File: config.mk
export PLATFORM = sky130hd
export DESIGN_NAME = conv_kernel_loader_flat
export DESIGN_NICKNAME = d
export VERILOG_FILES = /design/src/rtl/conv_pkg.sv /design/src/rtl/conv_kernel_loader_if.sv /design/src/rtl/conv_kernel_addr_gen.sv /design/src/rtl/conv_kernel_loader.sv /design/src/flat_wrapper.sv
export SDC_FILE = /design/constraint.sdc
export NUM_CORES = 1
export LEC_CHECK = 0
export BUFFER_PORTS_ARGS = -buffer_cell sky130_fd_sc_hd__buf_2
export CORE_UTILIZATION = 41
export DETAILED_ROUTE_END_ITERATION = 7
export GPL_TIMING_DRIVEN = 1
export MAX_ROUTING_LAYER = met4
export PLACE_DENSITY_LB_ADDON = 0.05
export SYNTH_ARGS = -nofsm -noshare
export SYNTH_HDL_FRONTEND = slang
export SYNTH_SLANG_ARGS = --single-unit
File: constraint.sdc
create_clock -name clke -period 4 [get_ports clke]
set_input_delay 0.2 -clock clke [delete_from_list [all_inputs] [get_ports clke]]
set_output_delay 0.2 -clock clke [all_outputs]
set_load 0.02 [all_outputs]
File: src/rtl/conv_pkg.sv
// Shared types and default sizes for the convolution kernel path.
package conv_pkg;

    localparam int N_BLK_DEF     = 4;
    localparam int MULT_N_DEF    = 25;
    localparam int NUM_OPORA_DEF = N_BLK_DEF * MULT_N_DEF;

    typedef enum logic [1:0] {
        ERR_NONE    = 2'd0,
        ERR_CSUM    = 2'd1,
        ERR_TIMEOUT = 2'd2,
        ERR_CHSEL   = 2'd3
    } err_code_e;

    typedef enum logic [2:0] {
        S_IDLE,
        S_LOAD,
        S_CHECK,
        S_DONE,
        S_ERR
    } state_e;

endpackage

File: src/rtl/conv_kernel_loader_if.sv
// Bus between the Ethernet receive side, the kernel loader and the kernel RAMs.
interface conv_kernel_loader_if
    import conv_pkg::*;
#(
    parameter int N_CH   = 2,
    parameter int N_BLK  = N_BLK_DEF,
    parameter int MULT_N = MULT_N_DEF,
    parameter int KW     = 16
);
    localparam int CHW    = (N_CH > 1) ? $clog2(N_CH) : 1;
    localparam int ADDR_W = $clog2(MULT_N);

    logic                    load_start;
    logic [CHW-1:0]          ch_sel;
    logic                    coef_en;
    logic [KW-1:0]           COEF;
    logic [N_CH*N_BLK-1:0]   koef_we;
    logic [KW-1:0]           KOEF_OUT;
    logic [ADDR_W:0]         KOEF_ADDR;
    logic [N_CH-1:0]         active_bank;
    logic                    busy;
    logic                    load_done;
    logic                    load_err;
    err_code_e               err_code;

    modport master (
        output load_start, ch_sel, coef_en, COEF,
        input  koef_we, KOEF_OUT, KOEF_ADDR, active_bank, busy, load_done, load_err, err_code
    );

    modport slave (
        input  load_start, ch_sel, coef_en, COEF,
        output koef_we, KOEF_OUT, KOEF_ADDR, active_bank, busy, load_done, load_err, err_code
    );

endinterface

File: src/rtl/conv_kernel_addr_gen.sv
// Word/block counters for one kernel frame plus the one-hot RAM select decode.
module conv_kernel_addr_gen #(
    parameter int N_BLK  = 4,
    parameter int MULT_N = 25,
    parameter int N_CH   = 2,
    localparam int ADDR_W = $clog2(MULT_N),
    localparam int BLKW   = (N_BLK > 1) ? $clog2(N_BLK) : 1,
    localparam int CHW    = (N_CH > 1) ? $clog2(N_CH) : 1,
    localparam int WE_W   = N_CH * N_BLK
) (
    input  logic              clke,
    input  logic              rst,
    input  logic              clr,
    input  logic              adv,
    input  logic [CHW-1:0]    ch,
    output logic [ADDR_W-1:0] word,
    output logic              last,
    output logic [WE_W-1:0]   we_dec
);
    logic [ADDR_W-1:0] word_q, word_d;
    logic [BLKW-1:0]   blk_q, blk_d;
    logic              word_wrap;

    // Next counter values: word wraps at MULT_N-1 and carries into blk.
    always_comb begin
        word_d    = word_q;
        blk_d     = blk_q;
        word_wrap = (word_q == ADDR_W'(MULT_N - 1));
        if (clr) begin
            word_d = '0;
            blk_d  = '0;
        end else if (adv) begin
            if (word_wrap) begin
                word_d = '0;
                blk_d  = (blk_q == BLKW'(N_BLK - 1)) ? '0 : blk_q + 1'b1;
            end else begin
                word_d = word_q + 1'b1;
            end
        end
    end

    // Counter registers.
    always_ff @(posedge clke or posedge rst) begin
        if (rst) begin
            word_q <= '0;
            blk_q  <= '0;
        end else begin
            word_q <= word_d;
            blk_q  <= blk_d;
        end
    end

    assign word   = word_q;
    assign last   = (word_q == ADDR_W'(MULT_N - 1)) && (blk_q == BLKW'(N_BLK - 1));
    assign we_dec = WE_W'(1) << (int'(ch) * N_BLK + int'(blk_q));

endmodule

File: src/rtl/conv_kernel_loader.sv
// Loads per-channel convolution kernels into the shadow RAM bank and swaps banks
// only after the frame checksum matches.
module conv_kernel_loader
    import conv_pkg::*;
#(
    parameter int N_BLK   = N_BLK_DEF,
    parameter int MULT_N  = MULT_N_DEF,
    parameter int N_CH    = 2,
    parameter int KW      = 16,
    parameter int TIMEOUT = 4096
) (
    input  logic               clke,
    input  logic               rst,
    conv_kernel_loader_if.slave bus
);
    localparam int ADDR_W = $clog2(MULT_N);
    localparam int CHW    = (N_CH > 1) ? $clog2(N_CH) : 1;
    localparam int CHW1   = CHW + 1;
    localparam int WE_W   = N_CH * N_BLK;
    localparam int WDW    = $clog2(TIMEOUT + 1);

    state_e                   state_q, state_d;
    logic [CHW-1:0]           ch_q, ch_d;
    logic signed [KW-1:0]     sum_q, sum_d;
    logic [WDW-1:0]           wdog_q, wdog_d;
    logic [WE_W-1:0]          koef_we_q, koef_we_d;
    logic [KW-1:0]            koef_out_q, koef_out_d;
    logic [ADDR_W:0]          koef_addr_q, koef_addr_d;
    logic [N_CH-1:0]          active_bank_q, active_bank_d;
    logic                     busy_q, busy_d;
    logic                     done_q, done_d;
    logic                     err_q, err_d;
    err_code_e                err_code_q, err_code_d;

    logic                     gen_clr, gen_adv, gen_last;
    logic [ADDR_W-1:0]        gen_word;
    logic [WE_W-1:0]          gen_we;
    logic [CHW1-1:0]          ch_ext;
    logic                     ch_ok;

    assign ch_ext = {1'b0, bus.ch_sel};
    assign ch_ok  = (ch_ext < CHW1'(N_CH));

    conv_kernel_addr_gen #(
        .N_BLK  (N_BLK),
        .MULT_N (MULT_N),
        .N_CH   (N_CH)
    ) u_addr_gen (
        .clke   (clke),
        .rst    (rst),
        .clr    (gen_clr),
        .adv    (gen_adv),
        .ch     (ch_q),
        .word   (gen_word),
        .last   (gen_last),
        .we_dec (gen_we)
    );

    // Frame FSM: start/restart, coefficient writes, checksum, watchdog, bank swap.
    always_comb begin
        state_d       = state_q;
        ch_d          = ch_q;
        sum_d         = sum_q;
        wdog_d        = '0;
        koef_we_d     = '0;
        koef_out_d    = koef_out_q;
        koef_addr_d   = koef_addr_q;
        active_bank_d = active_bank_q;
        busy_d        = busy_q;
        done_d        = 1'b0;
        err_d         = 1'b0;
        err_code_d    = err_code_q;
        gen_clr       = 1'b0;
        gen_adv       = 1'b0;
        unique case (state_q)
            S_IDLE, S_LOAD, S_CHECK: begin
                if (bus.load_start) begin
                    // A new start always wins, including a silent restart mid-frame.
                    gen_clr    = 1'b1;
                    sum_d      = '0;
                    busy_d     = 1'b1;
                    ch_d       = bus.ch_sel;
                    err_code_d = ERR_NONE;
                    if (ch_ok) begin
                        state_d = S_LOAD;
                    end else begin
                        state_d    = S_ERR;
                        err_code_d = ERR_CHSEL;
                    end
                end else if (state_q != S_IDLE) begin
                    if (bus.coef_en) begin
                        if (state_q == S_LOAD) begin
                            gen_adv     = 1'b1;
                            koef_we_d   = gen_we;
                            koef_out_d  = bus.COEF;
                            koef_addr_d = {~active_bank_q[ch_q], gen_word};
                            sum_d       = sum_q + $signed(bus.COEF);
                            if (gen_last) begin
                                state_d = S_CHECK;
                            end
                        end else if ($signed(bus.COEF) == sum_q) begin
                            state_d = S_DONE;
                        end else begin
                            state_d    = S_ERR;
                            err_code_d = ERR_CSUM;
                        end
                    end else begin
                        wdog_d = wdog_q + 1'b1;
                        if (wdog_q == WDW'(TIMEOUT - 1)) begin
                            state_d    = S_ERR;
                            err_code_d = ERR_TIMEOUT;
                        end
                    end
                end
            end
            S_DONE: begin
                active_bank_d[ch_q] = ~active_bank_q[ch_q];
                done_d              = 1'b1;
                busy_d              = 1'b0;
                state_d             = S_IDLE;
            end
            S_ERR: begin
                err_d   = 1'b1;
                busy_d  = 1'b0;
                state_d = S_IDLE;
            end
            default: state_d = S_IDLE;
        endcase
    end

    // State and output registers; reset returns every output and bank to 0.
    always_ff @(posedge clke or posedge rst) begin
        if (rst) begin
            state_q       <= S_IDLE;
            ch_q          <= '0;
            sum_q         <= '0;
            wdog_q        <= '0;
            koef_we_q     <= '0;
            koef_out_q    <= '0;
            koef_addr_q   <= '0;
            active_bank_q <= '0;
            busy_q        <= 1'b0;
            done_q        <= 1'b0;
            err_q         <= 1'b0;
            err_code_q    <= ERR_NONE;
        end else begin
            state_q       <= state_d;
            ch_q          <= ch_d;
            sum_q         <= sum_d;
            wdog_q        <= wdog_d;
            koef_we_q     <= koef_we_d;
            koef_out_q    <= koef_out_d;
            koef_addr_q   <= koef_addr_d;
            active_bank_q <= active_bank_d;
            busy_q        <= busy_d;
            done_q        <= done_d;
            err_q         <= err_d;
            err_code_q    <= err_code_d;
        end
    end

    assign bus.koef_we     = koef_we_q;
    assign bus.KOEF_OUT    = koef_out_q;
    assign bus.KOEF_ADDR   = koef_addr_q;
    assign bus.active_bank = active_bank_q;
    assign bus.busy        = busy_q;
    assign bus.load_done   = done_q;
    assign bus.load_err    = err_q;
    assign bus.err_code    = err_code_q;

endmodule

File: src/flat_wrapper.sv
// flat-port wrapper written by rule: the top's interface ports become plain ports
module conv_kernel_loader_flat import conv_pkg::*;
#(
    parameter int N_BLK   = N_BLK_DEF,
    parameter int MULT_N  = MULT_N_DEF,
    parameter int N_CH    = 2,
    parameter int KW      = 16,
    parameter int TIMEOUT = 4096
)
  (clke, rst, bus_load_start, bus_ch_sel, bus_coef_en, bus_COEF, bus_koef_we, bus_KOEF_OUT, bus_KOEF_ADDR, bus_active_bank, bus_busy, bus_load_done, bus_load_err, bus_err_code);
  conv_kernel_loader_if #(.N_CH(N_CH), .N_BLK(N_BLK), .MULT_N(MULT_N), .KW(KW)) bus_i ();
  input  logic clke;
  input  logic rst;
  input wire logic [$bits(bus_i.load_start)-1:0] bus_load_start;
  input wire logic [$bits(bus_i.ch_sel)-1:0] bus_ch_sel;
  input wire logic [$bits(bus_i.coef_en)-1:0] bus_coef_en;
  input wire logic [$bits(bus_i.COEF)-1:0] bus_COEF;
  output wire logic [$bits(bus_i.koef_we)-1:0] bus_koef_we;
  output wire logic [$bits(bus_i.KOEF_OUT)-1:0] bus_KOEF_OUT;
  output wire logic [$bits(bus_i.KOEF_ADDR)-1:0] bus_KOEF_ADDR;
  output wire logic [$bits(bus_i.active_bank)-1:0] bus_active_bank;
  output wire logic [$bits(bus_i.busy)-1:0] bus_busy;
  output wire logic [$bits(bus_i.load_done)-1:0] bus_load_done;
  output wire logic [$bits(bus_i.load_err)-1:0] bus_load_err;
  output wire logic [$bits(bus_i.err_code)-1:0] bus_err_code;
  assign bus_i.load_start = bus_load_start;
  assign bus_i.ch_sel = bus_ch_sel;
  assign bus_i.coef_en = bus_coef_en;
  assign bus_i.COEF = bus_COEF;
  assign bus_koef_we = bus_i.koef_we;
  assign bus_KOEF_OUT = bus_i.KOEF_OUT;
  assign bus_KOEF_ADDR = bus_i.KOEF_ADDR;
  assign bus_active_bank = bus_i.active_bank;
  assign bus_busy = bus_i.busy;
  assign bus_load_done = bus_i.load_done;
  assign bus_load_err = bus_i.load_err;
  assign bus_err_code = bus_i.err_code;
  conv_kernel_loader #(.N_BLK(N_BLK), .MULT_N(MULT_N), .N_CH(N_CH), .KW(KW), .TIMEOUT(TIMEOUT)) u_core (.clke(clke), .rst(rst), .bus(bus_i));
endmodule
== Word-level counts from Yosys, hierarchy flattened ==
Index checks and enable logic that the tools add are counted.

* Shift operators: 1
* $lt $le $gt $ge: 3
* Add/sub/neg operators: 5
* Multiplexer cells: 52
* Bitwise logic cells: 2
* Eq/ne operators: 14
* Reduce and logical (&&, ||, !) cells: 20

{| class="wikitable"
|+ Operators with widths
! operator !! number
|-
| 2-to-1 mux 16 bit || 4
|-
| 2-to-1 mux 13 bit || 4
|-
| 2-to-1 mux 8 bit || 5
|-
| 2-to-1 mux 3 bit || 9
|-
| 2-to-1 mux 2 bit || 11
|-
| adder 16 bit || 1
|-
| equality test 16 bit || 1
|-
| 2-to-1 mux 5 bit || 3
|-
| adder 13 x 1 -> 13 bit (second input constant) || 1
|-
| equality test 13 x 12 -> 1 bit (second input constant) || 1
|-
| 2-to-1 mux 1 bit || 13
|-
| nonzero test 2 bit || 6
|-
| AND reduction 5 bit || 2
|-
| left shift 1 x 4 -> 8 bit (first input constant) || 1
|-
| equality test 3 x 2 -> 1 bit (second input constant) || 2
|-
| inequality test 3 bit (second input constant) || 2
|-
| AND reduction 2 bit || 3
|-
| nonzero test 3 bit || 2
|-
| adder 5 x 1 -> 5 bit (second input constant) || 1
|-
| equality test 5 bit (second input constant) || 1
|-
| inequality test 5 x 4 -> 1 bit (second input constant) || 1
|-
| adder 3 x 2 -> 4 bit || 1
|-
| less-than comparator 1 x 2 -> 1 bit (second input constant) || 2
|-
| inequality test 4 x 3 -> 1 bit (second input constant) || 1
|-
| 17 further kinds || 19
|}

* Bits in registers: 77
* Input bits: 21
* Logic and storage cells: 111
* Output and inout bits: 37

== Longest topological paths before layout ==
Gate-level depths: netlist (run 1).

* Word-level depth: 8
* Mapped depth: 10
* Gate-level depth less buffers: 10

== Hierarchy ==
From an unflattened synthesis (run 1), not the netlist that was laid out.

* Cell total of the unflattened synthesis: 420
* Area, all modules: 4056.4 um^2

{| class="wikitable"
|+ By module, submodules not included
! module !! area an instance (um^2) !! seq. area each (um^2) !! instances !! cells an instance
|-
| conv_kernel_loader || 3519.6 || 1751.7 || 1 || 370
|-
| conv_kernel_addr_gen || 536.8 || 175.2 || 1 || 50
|}

== Worst setup path before layout (run 1) ==
OpenSTA, ideal clock, no wires.

* Kind: register to register
* From: register u_core.sum_q[8]
* To: register u_core.sum_q[15]
* Required time: 3.924 ns
* Path slack: 1.958 ns
* Data arrival time: 1.966 ns
* Stages on the path, launching flop included: 10
* Setup time: 0.076 ns
* Buffers on the path: 1
* Period minus slack after synthesis: 2.042 ns
* Cell sequence: dfrtp_1 > ha_1 > buf_2 > and4_4 > nand3_2 > o211ai_2 > a31oi_4 > o311a_1 > o31a_1 > o21ai_1

* Word-level cells in the longest chain between the ends: 5

{| class="wikitable"
|+ Ends and longest elaborated chain
! element !! line !! source
|-
| start: declaration || conv_kernel_loader.sv:24 || <nowiki>logic signed [KW-1:0] sum_q, sum_d;</nowiki>
|-
| start signal: assignment || conv_kernel_loader.sv:149 || <nowiki>sum_q <= sum_d;</nowiki>
|-
| adder 16 bit || conv_kernel_loader.sv:97 || <nowiki>sum_d = sum_q + $signed(bus.COEF);</nowiki>
|-
| 2-to-1 mux 16 bit || conv_kernel_loader.sv:92 || <nowiki>if (state_q == S_LOAD) begin</nowiki>
|-
| 2-to-1 mux 16 bit || conv_kernel_loader.sv:91 || <nowiki>if (bus.coef_en) begin</nowiki>
|-
| 2-to-1 mux 16 bit || conv_kernel_loader.sv:90 || <nowiki>end else if (state_q != S_IDLE) begin</nowiki>
|-
| 2-to-1 mux 16 bit || conv_kernel_loader.sv:77 || <nowiki>if (bus.load_start) begin</nowiki>
|}

No other way between the ends. The select of a mux whose other input is x is not followed.
A chain may end at the register's enable or synchronous reset.

== Worst setup path after layout (run 1) ==
* From: register u_core.state_q[2]
* To: register u_core.sum_q[15]

* Word-level cells in the longest chain between the ends: 3
* Elaborated cells between the ends (all ways): 8
* Those cells by class: 2 x eq/ne; 6 x reduce/logical

{| class="wikitable"
|+ Ends and longest elaborated chain
! element !! line !! source
|-
| start: declaration || conv_kernel_loader.sv:22 || <nowiki>state_e state_q, state_d;</nowiki>
|-
| start signal: assignment || conv_kernel_loader.sv:147 || <nowiki>state_q <= state_d;</nowiki>
|-
| equality test 3 x 2 -> 1 bit (tied with other cells) || conv_kernel_loader.sv:75 || <nowiki>unique case (state_q)</nowiki>
|-
| OR reduction 3 bit or nonzero test 2 bit (tied branches) || - ||
|-
| AND reduction 4 bit (no line) (*) || - ||
|}

Mark *: on every way between the ends. The rest lies on a longest branch, timed or not.

==> results of run 1 <==
==> where the power goes <==
group	switching, uW	internal, uW	total, uW
sequential	124	955	1080
combinational	639	375	1010
clock	304	358	662
==> path summary, 6_finish.rpt <==
| path | from | endpoint | slack, ns | cells past startpoint |
|---|---|---|---|---|
| worst max-delay path | u_core.state_q[2] | u_core.sum_q[15] | 1.23 | 5 |
| worst min-delay path | bus_ch_sel | u_core.ch_q | 0.05 | 3 |
| min in group asynchronous | rst | u_core.wdog_q[6] | 0.46 | 3 |
| worst min register to register | u_core.bus.KOEF_OUT[6] | u_core.bus.KOEF_OUT[6] | 0.48 | 2 |
| max in group asynchronous | rst | u_core.bus.KOEF_OUT[6] | 2.58 | 4 |
| worst max register to register | u_core.state_q[2] | u_core.sum_q[15] | 1.23 | 5 |
==> per-layer routing <==
metal | vias up | part of all wire | track usage
met4 | 0 | 0.010 | 0.0513
li1 | 1564 | - | -
met1 | 1479 | 0.48 | 0.249
met5 | - | 0 | -
met3 | 8 | 0.031 | 0.0485
met2 | 47 | 0.48 | 0.305
==> sequential cells by signal, summed over array words and instances (netlist names), 3 cells and up <==
register,cells
u_core.bus.KOEF_ADDR,6
u_core.bus.KOEF_OUT,16
u_core.bus.koef_we,8
u_core.state_q,3
u_core.sum_q,16
u_core.u_addr_gen.word,5
u_core.wdog_q,13
==> logic make-up (layout without fill, tap and decap cells) <==
family	Yosys count	in the layout	share of synthesized area
xor gates and xnor gates	26	26	0.0569
buffers and inverters	33	92	0.0341
adders and majority gates	23	23	0.0738
and+or+nand+nor	183	183	0.211
muxes	2	2	0.00563
DFF	77	77	0.482
AOI/OAI and AO/OA	80	80	0.137
==> cells in the mapped netlist (2+ instances only) <==
cell type	instances	area [um^2]
a211oi_1	2	15.0
a21boi_0	2	15.0
a21o_1	3	22.5
a21oi_1	13	65.1
a22o_1	4	35.0
a31oi_4	2	42.5
and2_1	3	18.8
and3_1	11	68.8
buf_2	7	35.0
clkbuf_1	10	37.5
dfrtp_1	77	1930
ha_1	22	275
inv_1	15	56.3
mux2_2	2	22.5
nand2_1	97	364
nand2b_1	2	12.5
nand3_1	10	50.1
nand3_2	2	20.0
nand4_1	7	43.8
nor2_1	30	113
nor2b_1	2	12.5
nor3_1	4	20.0
nor3b_1	2	15.0
nor4_1	3	18.8
o211ai_1	2	15.0
o21a_1	2	15.0
o21ai_0	27	135
o21ai_1	2	10.0
o22ai_1	2	12.5
o31ai_1	5	37.5
or3_1	2	12.5
or4_1	2	15.0
xnor2_1	10	87.6
xor2_1	16	140
==> per-stage QoR <==
| step | util | area [um^2] | hold WS, ns |
|---|---|---|---|
| final | 0.496 | 4620 | 0.0496 |
| after global routing | 0.496 | 4620 | 0.0259 |
| after CTS | 0.496 | 4620 | 0.0328 |
| after detailed placement | 0.471 | 4390 | 0.315 |
| after global placement | 0.471 | 4390 | 0.312 |
| after floorplan | - | 4000 | 0.278 |
==> tightest hold or removal path: cells and delay by family <==
kind                   cells  cell delay, ns
buffers and inverters      1            0.08
AND/OR/NAND/NOR            2            0.08
==> what timing repair did <==
action                                  4_1_cts  5_1_grt
hold buffers                                  1        0
endpoints found under the setup margin        0        0
buffers inserted                              0        0
hold endpoints to repair                     38        0
==> final cells by class <==
cell class,instances,area (um^2),area share
Inverter,15,57.6,0.0124
Clock inverter,6,96.3,0.0208
Timing Repair Buffer,61,318,0.0687
Multi-Input combinational cell,314,1940,0.419
Sequential cell,77,1930,0.417
Clock buffer,10,128,0.0276
Tap cell,129,161,0.0349
==> summary.md, run 1 <==
| Metric | Value |
|---|---|
| Via count of the routed design | `just over 3000` |
| Initial standard-cell utilization of the core | `0.429` |
| Layout-stage area growth over the synthesis result | `15.6%` |
| P per Cell Area | `596 nW/um^2` |
| Number of setup violations in the final report | `0` |
| Buffers from clock root to sink, at most | `2` |
| Number of antenna repair diodes | `0` |
| Endpoints failing hold | `0` |
| Tightest Hold Check Type | `in -> reg` |
| Total negative setup slack | `0 ns` |
| Data required time at the worst endpoint | `roughly 4.3 ns` |
| Share of async-settable or async-resettable flops after synthesis | `1.00` |
| Seq/Total Area, Yosys | `0.482` |
| Count of buffers inserted at the top-level ports | `57` |
| Post-detail-place hpwl | `6020 um` |
| LEAKAGE | `0.00232 uW` |
| Post-synth top flop | `dfrtp_1` |
| Post-Synthesis Net Count | `between 400 and 500` |
| Pin slew with the least headroom to its limit | `1.07 ns` |
| Cell chosen for the clock root | `clkbuf_8` |
| Post-layout min period | `between 2 and 3 ns` |
| Total die area | `between 10000 and 15000 um^2` |
| Overall global routing resource usage | `0.194` |
| Category of cells accounting for the largest share of critical-path delay | `simple AND/OR/NAND/NOR gates` |
| Worst path arrival time | `3.04 ns` |
| Standard cell with the maximum stage delay on the critical path | `nor3b_1` |
| Average wire per standard cell | `about 14 um` |
| Drc violations | `0` |
| Global-route wire length before repair | `around 15000 um` |
| Detailed-routing iteration count for the pre-antenna-repair pass | `4` |
| Number of gates resized after cts | `0` |
| Max Clock Freq | `roughly 0.36 GHz` |
| Crit start category | `register` |
| Final critical-path share of the clock period | `0.692` |
| Yosys warning count | `0` |
| Number of library cell types mapped by synthesis | `56` |
| Remaining antenna violation count | `0` |
| Clock skew | `around 0.011 ns` |
| Number of inserted filler cells in the final layout | `around 900` |
| Syn avg cell area | `9.43 um^2` |
| GR Overflow Total | `0` |
| Category of the worst setup path capture point | `register` |
| Detailed-route wire length | `8520 um` |
| Layout cell share with drive strength beyond 1 | `0.186` |
| Post-Syn Instances | `between 400 and 500` |
| Max-cap violation count | `0` |
| DIE HEIGHT | `101 um` |
| Layout net count | `between 500 and 600` |
| H-tree levels | `3` |
| Clock-pin slew on the worst setup and hold paths | `about 0.08 ns` |
| Post-synthesis register bit count | `77` |
| Vias in the first global route | `between 3000 and 4000` |
| Maximum number of pins on one net before global-route repair | `40` |
| Leading cell type in the layout, fill and taps excluded | `nand2_1` |
| Highest-count cells in the layout ignoring fill and taps | `nand2_1, dfrtp_1, buf_2` |
| Chain of cells forming the critical path | `nor3b_1 -> nand2_1 -> buf_4 -> o31a_1 -> o21ai_1` |
| Post-synthesis cell area | `around 4000 um^2` |
| Unrepaired setup endpoints after global routing | `no` |
| Top-Level Pins | `58` |
| Critical-path maximum fanout | `23` |
| Antenna violations before repair | `0` |
| CTS buffer count | `9` |
| Via density | `5.06` |
| Worst slack at placement | `1.25 ns` |
| CTS tree | `built` |
| Core region area | `9330 um^2` |
| Maximum vdd ir drop | `0.000312 V` |
| Std-Cell Rows | `35` |
| Result of the run | `complete, no violations` |
| Die Width | `a little over 100 um` |
| Number of DRC markers in iteration 0 | `106` |
| Relative slew slack | `0.286` |
| Final Slew Violations | `0` |
| Post-layout worst setup margin | `1.23 ns` |
| Insertion delay of the later-clocked pin in the worst-skew pair | `approximately 0.35 ns` |
| Setup CP Type | `reg -> reg` |
| Routability congestion estimate | `~0.84` |
| Layout Cells excl Fill | `612` |
| Critical path's largest stage delay | `0.69 ns` |
| Number of flops mapped to enable cells by yosys | `0` |
| Worst Path Buf+Inv | `1` |
| Post-route total power | `between 2000 and 3000 uW` |
| Number of instances in the placed design | `595` |
| Number of clock sinks | `77` |
Note: power is estimated with default switching activity, not from simulation.
==> run 2, diff against run 1 <==
==> constraint.sdc (replaced) <==
create_clock -name clke -period 2.8 [get_ports clke]
set_input_delay 0.14 -clock clke [delete_from_list [all_inputs] [get_ports clke]]
set_output_delay 0.14 -clock clke [all_outputs]
set_load 0.02 [all_outputs]
==> summary.md, run 2 (same netlist as run 1, synthesis figures left out) <==
| Metric | Value |
|---|---|
| Result of the run | `finished with violations` |
| Violations in the final reports | `negative hold slack` |
| Clock-pin slew on the worst setup and hold paths | `0.08 ns (about the same)` |
| Via density | `5.09 (+0.62%)` |
| Layout cell share with drive strength beyond 1 | `0.191 (+0.00472)` |
| Count of buffers inserted at the top-level ports | `57 (unchanged)` |
| Setup CP Type | `in -> reg` |
| Category of the worst setup path capture point | `register` |
| P per Cell Area | `831 nW/um^2 (+40%)` |
| Layout-stage area growth over the synthesis result | `17.0%` |
| Critical-path maximum fanout | `9 (-61%)` |
| Tightest Hold Check Type | `in -> async` |
| Antenna violations before repair | `0 (unchanged)` |
| Buffers from clock root to sink, at most | `2 (unchanged)` |
| Maximum number of pins on one net before global-route repair | `59 (+48%)` |
| Worst flop-to-flop path endpoint | `u_core.bus.err_code[1]` |
| Number of setup violations in the final report | `0 (unchanged)` |
| Worst reg2reg setup slack | `0.51 ns (-0.72 ns)` |
| Global-route wire length before repair | `15000 um (+1.0%)` |
| Number of clock sinks | `77 (unchanged)` |
| Std-Cell Rows | `35 (unchanged)` |
| Cell chosen for the clock root | `clkbuf_8` |
| Worst r2r src | `u_core.sum_q[10]` |
| Remaining antenna violation count | `0 (unchanged)` |
| Number of DRC markers in iteration 0 | `124 (+17%)` |
| GR Overflow Total | `0 (unchanged)` |
| Post-detail-place hpwl | `6400 um (+6.3%)` |
| DIE HEIGHT | `101 um (unchanged)` |
| Via count of the routed design | `3163 (+2.1%)` |
| Worst slack at placement | `0.532 ns (-0.714 ns)` |
| Post CTS Setup Buffer Count | `0 (unchanged)` |
| Relative slew slack | `0.264 (-0.0224)` |
| Hold Worst Slack | `-0.0118 ns (-0.0614 ns)` |
| Max Clock Freq | `approximately 0.42 GHz` |
| Top-Level Pins | `58 (unchanged)` |
| Final critical-path share of the clock period | `0.842` |
| CTS tree | `built` |
| Total die area | `10200 um^2 (unchanged)` |
| H-tree levels | `3 (unchanged)` |
| Overall global routing resource usage | `0.196 (+0.00262)` |
| Routability congestion estimate | `0.823 (-1.7%)` |
| Area of the multi-input gates | `1940 um^2 (unchanged)` |
| Number of inserted filler cells in the final layout | `912 (-0.55%)` |
| Maximum vdd ir drop | `0.000325 V (+4.3%)` |
| Drc violations | `0 (unchanged)` |
| Data required time at the worst endpoint | `3.09 ns (-1.18 ns)` |
| Total negative setup slack | `0 ns (unchanged)` |
| Highest-count cells in the layout ignoring fill and taps | `nand2_1, dfrtp_1, buf_2` |
| Detailed-route wire length | `8880 um (+4.3%)` |
| Layout net count | `531 (+1.7%)` |
| Endpoints failing hold | `5 (+5)` |
| Detailed-routing iteration count for the pre-antenna-repair pass | `4 (unchanged)` |
| LEAKAGE | `0.00234 uW (+0.87%)` |
| Clock skew | `0.0101 ns (-0.000701 ns)` |
| Core region area | `9330 um^2 (unchanged)` |
| Max-cap violation count | `0 (unchanged)` |
| Area taken by flip-flops and latches | `1930 um^2 (unchanged)` |
| Leading cell type in the layout, fill and taps excluded | `nand2_1` |
| Post-layout min period | `2.36 ns` |
| Number of antenna repair diodes | `0 (unchanged)` |
| CTS buffer count | `9 (unchanged)` |
| Initial standard-cell utilization of the core | `0.429 (unchanged)` |
| Die Width | `101 um (unchanged)` |
| Worst Setup SP | `bus_COEF[10]` |
| Post-route total power | `3890 uW (+41%)` |
| Unrepaired setup endpoints after global routing | `no` |
| Worst reg-to-reg path cell count | `8 (+3)` |
| Average wire per standard cell | `14.3 um (+2.8%)` |
| Crit start category | `primary input` |
| Post-layout worst setup margin | `0.441 ns (-0.790 ns)` |
| Worst path arrival time | `2.65 ns (-0.39 ns)` |
| Final Slew Violations | `0 (unchanged)` |
| Vias in the first global route | `3052 (+0.23%)` |
| Insertion delay of the later-clocked pin in the worst-skew pair | `0.35 ns (about the same)` |
| Pin slew with the least headroom to its limit | `1.10 ns (+0.0335 ns)` |
## run 2: metal layers
metal	vias to the layer above	track usage	part of all wire
met5	-	-	0
met4	0	0.0691	0.015
met3	11	0.0264	0.024
met2	55	0.319	0.48
met1	1519	0.253	0.48
li1	1578	-	-
## run 2: where the power goes
group          internal [uW]  switching, uW
clock network            418            438
logic                    556            924
registers               1370            188
total                   2340           1550
## run 2: how the worst max path moves through the flow
stage                               to  cells past startpoint
4_1_cts         u_core.bus.err_code[1]                     10
3_5_place_dp    u_core.bus.err_code[1]                      8
5_1_grt         u_core.bus.err_code[1]                     10
3_3_place_gp    u_core.bus.err_code[1]                      8
2_1_floorplan  u_core.bus.KOEF_ADDR[0]                      1
6_report        u_core.bus.err_code[1]                     10
## run 2: critical path, stage by stage
cell	delay, ns
dlygate4sd3_1	0.53
buf_2	0.13
ha_1	0.44
or4_1	0.52
nor4_1	0.20
nand4_1	0.18
nand2b_1	0.18
o21ai_0	0.10
o31ai_1	0.09
a22o_1	0.16
## run 2: what timing repair did
| action | 4_1_cts | 5_1_grt |
|---|---|---|
| hold buffers | 6 | 0 |
| gates resized for setup | 0 | 0 |
| endpoints found under the hold margin | 6 | 0 |
## run 2: final cells by class
type,instances,area share
Sequential cell,77,0.412
Clock buffer,10,0.0273
Inverter,15,0.0123
Tap cell,129,0.0345
Clock inverter,6,0.0150
Multi-Input combinational cell,314,0.414
Timing Repair Buffer,70,0.0850
## run 2: per-stage QoR
stage | cells | util | area (um^2)
3_3_place_gp | 599 | 0.474 | 4420
6_report | 621 | 0.502 | 4680
2_1_floorplan | 424 | - | 4000
3_5_place_dp | 599 | 0.474 | 4420
5_1_grt | 621 | 0.502 | 4680
4_1_cts | 621 | 0.502 | 4680
==> run 3, diff against run 2 <==
==> constraint.sdc (replaced) <==
create_clock -name clke -period 2.2 [get_ports clke]
set_input_delay 0.11 -clock clke [delete_from_list [all_inputs] [get_ports clke]]
set_output_delay 0.11 -clock clke [all_outputs]
set_load 0.02 [all_outputs]
==> summary.md, run 3 (same netlist as run 1, synthesis figures left out) <==
| Metric | Value |
|---|---|
| Result of the run | `finished with violations` |
| Violations in the final reports | `negative setup slack` |
| Destination of the critical timing path | `u_core.sum_q[15]` |
| Via density | `4.98 (-2.3%)` |
| DIE HEIGHT | `101 um (unchanged)` |
| Setup CP Type | `in -> reg` |
| Maximum number of pins on one net before global-route repair | `42 (-29%)` |
| Layout cell share with drive strength beyond 1 | `0.254 (+0.0633)` |
| Via count of the routed design | `3226 (+2.0%)` |
| Post-layout min period | `2.21 ns` |
| Std-Cell Rows | `35 (unchanged)` |
| Buffers from clock root to sink, at most | `2 (unchanged)` |
| Worst reg2reg setup slack | `0.03 ns (-0.48 ns)` |
| Max-cap violation count | `0 (unchanged)` |
| Number of antenna repair diodes | `0 (unchanged)` |
| Layout net count | `558 (+5.1%)` |
| Clock-pin slew on the worst setup and hold paths | `0.08 ns (about the same)` |
| Worst flop-to-flop path endpoint | `u_core.sum_q[15]` |
| Number of setup violations in the final report | `1 (+1)` |
| Leading cell type in the layout, fill and taps excluded | `nand2_1` |
| LEAKAGE | `0.00248 uW (+6.0%)` |
| Final critical-path share of the clock period | `1.00` |
| Routability congestion estimate | `0.819 (-0.47%)` |
| Max Clock Freq | `between 0.4 and 0.5 GHz` |
| Post-detail-place hpwl | `6260 um (-2.2%)` |
| P per Cell Area | `1040 nW/um^2 (+25%)` |
| Top-Level Pins | `58 (unchanged)` |
| GR Overflow Total | `0 (unchanged)` |
| Worst reg-to-reg path cell count | `8 (unchanged)` |
| Number of clock sinks | `77 (unchanged)` |
| Initial standard-cell utilization of the core | `0.429 (unchanged)` |
| Total negative setup slack | `-0.00524 ns (-0.00524 ns)` |
| Global-route wire length before repair | `15500 um (+3.1%)` |
| Cell chosen for the clock root | `clkbuf_8` |
| Post-layout worst setup margin | `-0.00524 ns (-0.446 ns)` |
| Highest-count cells in the layout ignoring fill and taps | `nand2_1, dfrtp_1, buf_2` |
| Tightest Hold Check Type | `in -> reg` |
| Worst r2r src | `u_core.sum_q[1]` |
| Area of the multi-input gates | `2050 um^2 (+6.0%)` |
| Worst Setup SP | `bus_COEF[3]` |
| Overall global routing resource usage | `0.199 (+0.00250)` |
| Final instance area | `5040 um^2 (+7.8%)` |
| Number of DRC markers in iteration 0 | `90 (-27%)` |
| Drc violations | `0 (unchanged)` |
| Area taken by flip-flops and latches | `1930 um^2 (unchanged)` |
| Count of buffers inserted at the top-level ports | `57 (unchanged)` |
| Insertion delay of the later-clocked pin in the worst-skew pair | `0.35 ns (about the same)` |
| Data required time at the worst endpoint | `2.47 ns (-0.62 ns)` |
| CTS buffer count | `9 (unchanged)` |
| CTS tree | `built` |
| Final Slew Violations | `0 (unchanged)` |
| H-tree levels | `3 (unchanged)` |
| Antenna violations before repair | `0 (unchanged)` |
| Remaining antenna violation count | `0 (unchanged)` |
| Worst path arrival time | `2.48 ns (-0.17 ns)` |
| Placed instance area | `4530 um^2 (+2.5%)` |
| Layout-stage area growth over the synthesis result | `26.1%` |
| Critical-path maximum fanout | `5 (-4)` |
| Number of inserted filler cells in the final layout | `866 (-5.0%)` |
| Crit start category | `primary input` |
| Detailed-route wire length | `8980 um (+1.1%)` |
| Unrepaired setup endpoints after global routing | `yes` |
| Category of the worst setup path capture point | `register` |
| Relative slew slack | `0.549 (+0.285)` |
| Total die area | `10200 um^2 (unchanged)` |
| Maximum vdd ir drop | `0.000480 V (+48%)` |
| Endpoints failing hold | `0 (-5)` |
| Hold Worst Slack | `0.0187 ns (+0.0304 ns)` |
| Detailed-routing iteration count for the pre-antenna-repair pass | `4 (unchanged)` |
| Core region area | `9330 um^2 (unchanged)` |
| Worst slack at placement | `-0.0294 ns (-0.561 ns)` |
| Vias in the first global route | `3136 (+2.8%)` |
| Pin slew with the least headroom to its limit | `0.675 ns (-0.425 ns)` |
| Average wire per standard cell | `13.9 um (-3.1%)` |
| Clock skew | `0.0136 ns (+0.00356 ns)` |
| Die Width | `101 um (unchanged)` |
==> run 3: cell count changes in the layout (fill, tap and decap cells not counted), moves of 2 or more <==
| cell | change |
|---|---|
| ha_1 | -8 |
| clkinvlp_4 | -2 |
| o21ai_1 | +2 |
| dlygate4sd3_1 | +10 |
| ha_2 | +4 |
| buf_4 | +17 |
| ha_4 | +4 |
| o21ai_0 | -3 |
==> run 3: metal layers <==
layer	global-route usage	vias to the layer above	wire length [um]
met3	0.0264	7	210
met4	0.0535	0	70
met5	-	-	0
met1	0.261	1536	4300
li1	-	1638	-
met2	0.325	45	4390
==> run 3: per-stage QoR <==
| stage | total power (uW) | utilization | instances |
|---|---|---|---|
| after floorplan | 3350 | - | 424 |
| after global placement | 3970 | 0.486 | 612 |
| after detailed placement | 3990 | 0.486 | 612 |
| after CTS | 5190 | 0.526 | 644 |
| after global routing | 5640 | 0.541 | 648 |
| final | 5260 | 0.541 | 648 |
==> run 3: layout make-up <==
| cell class | count | share of cell area |
|---|---|---|
| repair buffers | 97 | 0.127 |
| clock buffers | 9 | 0.0246 |
| flip-flops and latches | 77 | 0.382 |
| clock inverters | 7 | 0.0159 |
| multi-input cells | 314 | 0.407 |
| well taps | 129 | 0.0320 |
| inverters | 15 | 0.0114 |
==> run 3: power breakdown <==
part           switching, uW  total (uW)  internal, uW
clock                    582        1130           543
sequential               230        1970          1740
combinational           1270        2170           895
total                   2080        5260          3180
==> run 3: timing repair <==
action	CTS	global route
resized for setup	3	22
setup endpoints to repair	5	19
hold buffers	16	0
pin swaps	1	18
buffers inserted	0	5
endpoints found under the hold margin	51	0
==> run 3: worst max-delay path, cell delays in order <==
cell and delay [ns]:
dlygate4sd3_1 0.54, buf_2 0.14, ha_2 0.38, nand3_1 0.16, a31oi_4 0.26, a31oi_4 0.15, o311a_1 0.39, o31a_1 0.24
o21ai_1 0.11
==> run 3: worst min path at each step <==
stage / startpoint / end / slack [ns] / depth (start not counted)
floorplan: bus_load_start / u_core.state_q[2] / 0.19 / 1
global placement: rst / u_core.bus.KOEF_ADDR[0] / 0.21 / 2
detailed placement: rst / u_core.bus.KOEF_ADDR[1] / 0.23 / 2
CTS: bus_COEF[2] / u_core.bus.KOEF_OUT[2] / 0.006 / 3
global route: bus_COEF[2] / u_core.bus.KOEF_OUT[2] / 0.02 / 3
finish: bus_COEF[2] / u_core.bus.KOEF_OUT[2] / 0.02 / 3
